### src/rtl/noc_credit_link.sv
// Retiming link between two NoC routers on the clk_noc domain.
// Forward pipe carries flits downstream, reverse pipe carries credits upstream, both
// NUM_PIPELINE stages deep. A credit monitor mirrors the upstream router's credit view
// and raises sticky flags on overflow and spurious-credit violations. It never gates
// the datapath.
module noc_credit_link #(
    parameter int unsigned NUM_PIPELINE      = 2,
    parameter int unsigned FLIT_WIDTH        = 128,
    parameter int unsigned DEST_WIDTH        = 4,
    parameter int unsigned FLIT_BUFFER_DEPTH = 1,
    localparam int unsigned CREDIT_WIDTH     = $clog2(FLIT_BUFFER_DEPTH + 1)
) (
    input  logic                    clk,
    input  logic                    rst,
    input  logic [FLIT_WIDTH-1:0]   data_in,
    input  logic [DEST_WIDTH-1:0]   dest_in,
    input  logic                    is_tail_in,
    input  logic                    send_in,
    output logic                    credit_out,
    output logic [FLIT_WIDTH-1:0]   data_out,
    output logic [DEST_WIDTH-1:0]   dest_out,
    output logic                    is_tail_out,
    output logic                    send_out,
    input  logic                    credit_in,
    output logic [CREDIT_WIDTH-1:0] credit_count,
    output logic                    err_overflow,
    output logic                    err_spurious_credit
);

    localparam logic [CREDIT_WIDTH-1:0] MaxCredit = CREDIT_WIDTH'(FLIT_BUFFER_DEPTH);
    localparam logic [CREDIT_WIDTH-1:0] OneCredit = CREDIT_WIDTH'(1);

    if (NUM_PIPELINE == 0) begin : g_passthru
        assign data_out    = data_in;
        assign dest_out    = dest_in;
        assign is_tail_out = is_tail_in;
        assign send_out    = send_in;
        assign credit_out  = credit_in;
    end else begin : g_pipe
        logic [NUM_PIPELINE-1:0] vld_d, vld_q;
        logic [NUM_PIPELINE-1:0] crd_d, crd_q;
        logic [NUM_PIPELINE-1:0] tail_d, tail_q;
        logic [FLIT_WIDTH-1:0]   data_d [NUM_PIPELINE];
        logic [FLIT_WIDTH-1:0]   data_q [NUM_PIPELINE];
        logic [DEST_WIDTH-1:0]   dest_d [NUM_PIPELINE];
        logic [DEST_WIDTH-1:0]   dest_q [NUM_PIPELINE];

        // Stage inputs: valids shift every cycle, payload advances only behind a valid.
        always_comb begin
            vld_d[0]  = send_in;
            crd_d[0]  = credit_in;
            data_d[0] = send_in ? data_in    : data_q[0];
            dest_d[0] = send_in ? dest_in    : dest_q[0];
            tail_d[0] = send_in ? is_tail_in : tail_q[0];
            for (int k = 1; k < NUM_PIPELINE; k++) begin
                vld_d[k]  = vld_q[k-1];
                crd_d[k]  = crd_q[k-1];
                data_d[k] = vld_q[k-1] ? data_q[k-1] : data_q[k];
                dest_d[k] = vld_q[k-1] ? dest_q[k-1] : dest_q[k];
                tail_d[k] = vld_q[k-1] ? tail_q[k-1] : tail_q[k];
            end
        end

        // Pipe registers; reset discards everything in flight.
        always_ff @(posedge clk) begin
            if (rst) begin
                vld_q  <= '0;
                crd_q  <= '0;
                tail_q <= '0;
                for (int k = 0; k < NUM_PIPELINE; k++) begin
                    data_q[k] <= '0;
                    dest_q[k] <= '0;
                end
            end else begin
                vld_q  <= vld_d;
                crd_q  <= crd_d;
                tail_q <= tail_d;
                data_q <= data_d;
                dest_q <= dest_d;
            end
        end

        assign send_out    = vld_q[NUM_PIPELINE-1];
        assign credit_out  = crd_q[NUM_PIPELINE-1];
        assign data_out    = data_q[NUM_PIPELINE-1];
        assign dest_out    = dest_q[NUM_PIPELINE-1];
        assign is_tail_out = tail_q[NUM_PIPELINE-1];
    end

    logic [CREDIT_WIDTH-1:0] count_d, count_q;
    logic                    ovf_d, ovf_q;
    logic                    spur_d, spur_q;

    // Monitor next state, seen from the upstream side: a send consumes, a returned credit
    // refunds, both together cancel out.
    always_comb begin
        count_d = count_q;
        ovf_d   = ovf_q;
        spur_d  = spur_q;
        case ({send_in, credit_out})
            2'b10: begin
                if (count_q != '0) count_d = count_q - OneCredit;
                else               ovf_d   = 1'b1;
            end
            2'b01: begin
                if (count_q < MaxCredit) count_d = count_q + OneCredit;
                else                     spur_d  = 1'b1;
            end
            default: ;
        endcase
    end

    // Monitor registers; flags are sticky until reset.
    always_ff @(posedge clk) begin
        if (rst) begin
            count_q <= MaxCredit;
            ovf_q   <= 1'b0;
            spur_q  <= 1'b0;
        end else begin
            count_q <= count_d;
            ovf_q   <= ovf_d;
            spur_q  <= spur_d;
        end
    end

    assign credit_count        = count_q;
    assign err_overflow        = ovf_q;
    assign err_spurious_credit = spur_q;

endmodule

### config.mk
export PLATFORM = sky130hd
export DESIGN_NAME = noc_credit_link
export DESIGN_NICKNAME = d
export VERILOG_FILES = /design/src/rtl/noc_credit_link.sv
export SDC_FILE = /design/constraint.sdc
export NUM_CORES = 1
export LEC_CHECK = 0
export BUFFER_PORTS_ARGS = -buffer_cell sky130_fd_sc_hd__buf_2
export CORE_ASPECT_RATIO = 1.1
export CORE_MARGIN = 2
export CORE_UTILIZATION = 55
export CTS_BUF_LIST = sky130_fd_sc_hd__clkbuf_4
export CTS_CLUSTER_SIZE = 10
export DETAILED_ROUTE_END_ITERATION = 12
export PLACE_DENSITY = 0.83
export SYNTH_ARGS = -nofsm -noshare
export SYNTH_HDL_FRONTEND = slang
export SYNTH_SLANG_ARGS = --single-unit
### constraint.sdc
create_clock -name clk -period 1.3 [get_ports clk]
set_input_delay 0.195 -clock clk [delete_from_list [all_inputs] [get_ports clk]]
set_output_delay 0.195 -clock clk [all_outputs]
set_load 0.05 [all_outputs]
==> results.toml <==
[run_status]
outcome = "finished with violations"
failed_checks = "negative setup slack"

[power]
power_density_nw_per_um2 = 1240
pwr-share-seq_pct = 46.4
internal_power_uw = 14000
pwr-share-comb_pct = 14.0
p_clk_share_pct = 39.6
ir_drop_mv = 0.899
p_sw_uw = 5370
p_leak_uw = 0.00719
swShare_pct = 27.7

[layout]
fin_cells = 1682
final_common_cell = "nor2_1"
layout_common_cells = "268 x nor2_1, 266 x mux2i_1, 152 x dlygate4sd3_1"
nFillCells = 857
nNetsFinal = 1527
drive_gt1_share_pct = 41.2
multi_input_area_um2 = 3720
area_delta_synth_final_pct = 47.4
seq_area_um2 = 5670

[timing]
fin_setup_tns_ns = -6.55
slew_viol_final = 0
fin_skew_ns = 0.0575
period_share_pct = 108
setup_viol = 135
fin_ws_ns = -0.106
min_period_ns = 1.41
hold_viol = 0
grt_setup_unrepaired = "true"
achievable-frequency_mhz = 711
tightest_slew_ns = 0.333
relSlewSlack_pct = 77.1

[floorplanning]
start_util_pct = 55.7
io_pins = 275
core_um2 = 19000
die_h_um = 150
die_x_um = 136
die_area_um2 = 20400
rows = 53

[routing]
ant_nets = 0
viasPerCell = 5.25
vias = 8837
dr.pass1.iters = 4
routed_wl_um = 35100
drc = 0
routedWlPerCell_um = 20.9
drt_iter0_drc = 365

[critical_path]
critical_path.max_stage_delay_ns = 0.37
crit_type = "register to output port"
crit_family = "flip-flops"
worst-endpoint-required_ns = 1.11
path_cells = "buf_8"
cp.arrival_ns = 1.21
cp_num_buf_inv = 1
critPathSlowestCell = "dfxtp_2"
path_max_fanout = 2
worstSetupStartpointType = "register"
end_kind = "output port"

[grt]
antenna_found_initial = 2
overflow = 0
grt_pass1_wl_um = 49900
grt_max_degree = 71
track_usage_pct = 31.9
first_global_vias = 9685

[job]
maxCapViolCount = 0

[placed_design]
port_buffers = 274
place_hpwl_um = 14500
gp_congestion = 0.797
dp_cells = 1379
dp_slack_ns = 0.122

[clock_network]
htree_levels = 3
cts_root_buf = "clkbuf_4"
path_clk_slew_ns = 0.08
cts_buffer_depth = 3
cts_tree = "done"
clock-sinks = 273
clk_latency_ns = 0.68
cts_buffers = 69

[synthesis]
yosysWarnings = 0
synth_top_area_share_pct = 51.5
synth.avg_cell_area_um2 = 10.5
synthCells = 1008
synth_nets = 1145
synth_area_leaders = "dfxtp_1 52%, mux2i_1 25%, buf_4 11%"
synth.ff_latch_count = 273
synth_top_area_cell = "dfxtp_1"
ys_seq_area_share_pct = 51.5
ys_types = 14
synthesis.area_um2 = 10600

[min_path]
holdCritPathClass = "input port to register"
[area by class of cell]
cell class,count,area share (%)
clock inverters,19,0.977
multi-input cells,542,23.8
well taps,247,1.98
flip-flops and latches,273,36.3
diodes,2,0.0320
repair buffers,503,32.3
inverters,1,0.0240
clock buffers,95,4.56
[what timing repair did]
item | CTS | global route
hold endpoints to repair | 147 | 0
setup endpoints to repair | 138 | 138
buffers inserted | 12 | 23
hold buffers | 152 | 0
resized for setup | 518 | 40
gates cloned | 0 | 0
[power groups by stage]
stage | registers [uW] | logic, uW | clock network, uW
global route | 9040 | 2830 | 8130
global placement | 9080 | 1840 | 0
detailed placement | 9100 | 1880 | 0
floorplan | 9080 | 1450 | 0
finish | 9020 | 2720 | 7680
CTS | 8970 | 2470 | 7450
[per-stage QoR]
step	power [uW]	util (%)	hold slack, ns	cell area (um^2)
floorplan	10500	-	0.323	10600
global placement	10900	59.9	0.418	11400
detailed placement	11000	59.9	0.429	11400
CTS	18900	80.4	0.122	15300
global route	20000	82.1	0.154	15600
finish	19400	82.1	0.168	15600
[cell usage after synthesis (all sizes together)]
cell type,number
a32o,1
nand2,1
clkbuf,5
inv,1
a22oi,1
a22o,1
and2b,1
buf,187
nor2b,3
nor2,268
mux2i,266
dfxtp,273
[kinds of logic (layout without fill, tap and decap cells)]
logic type	count (synthesis)	in the layout	synth area share, %
other	0	2	0
AO/OA/AOI/OAI	3	3	0.248
AND/OR/NAND/NOR	273	273	9.77
multiplexers	266	266	25.1
buffers and inverters	193	618	13.3
flip-flops	273	273	51.5
[flip-flops by register name, summed over array words and instances (netlist names)]
register and count:
err_spurious_credit 1, err_overflow 1, g_pipe.crd_q 2, data_out 128, g_pipe.tail_q 2, g_pipe.data_q 128
credit_count 1, dest_out 4, g_pipe.dest_q 4, g_pipe.vld_q 2
[final timing paths]
| check | startpoint | end | slack, ns | depth (start not counted) |
|---|---|---|---|---|
| min | send_in | g_pipe.data_q[190]$_SDFFE_PP0P_ | 0.17 | 4 |
| max | data_out[107]$_SDFFE_PP0P_ | data_out[107] | -0.11 | 1 |
| min reg2reg | g_pipe.crd_q[0]$_SDFF_PP0_ | g_pipe.crd_q[1]$_SDFF_PP0_ | 0.46 | 1 |
| max reg2reg | g_pipe.vld_q[0]$_SDFF_PP0_ | data_out[55]$_SDFFE_PP0P_ | -0.08 | 4 |
[layer usage]
metal,up-vias,GRT usage [%],routed length (um)
met3,147,8.43,2140
li1,3975,-,-
met2,401,60.7,19000
met1,4314,29.9,12000
met5,-,0,0
met4,0,19.8,2040
(Power assumes the default switching activity.)
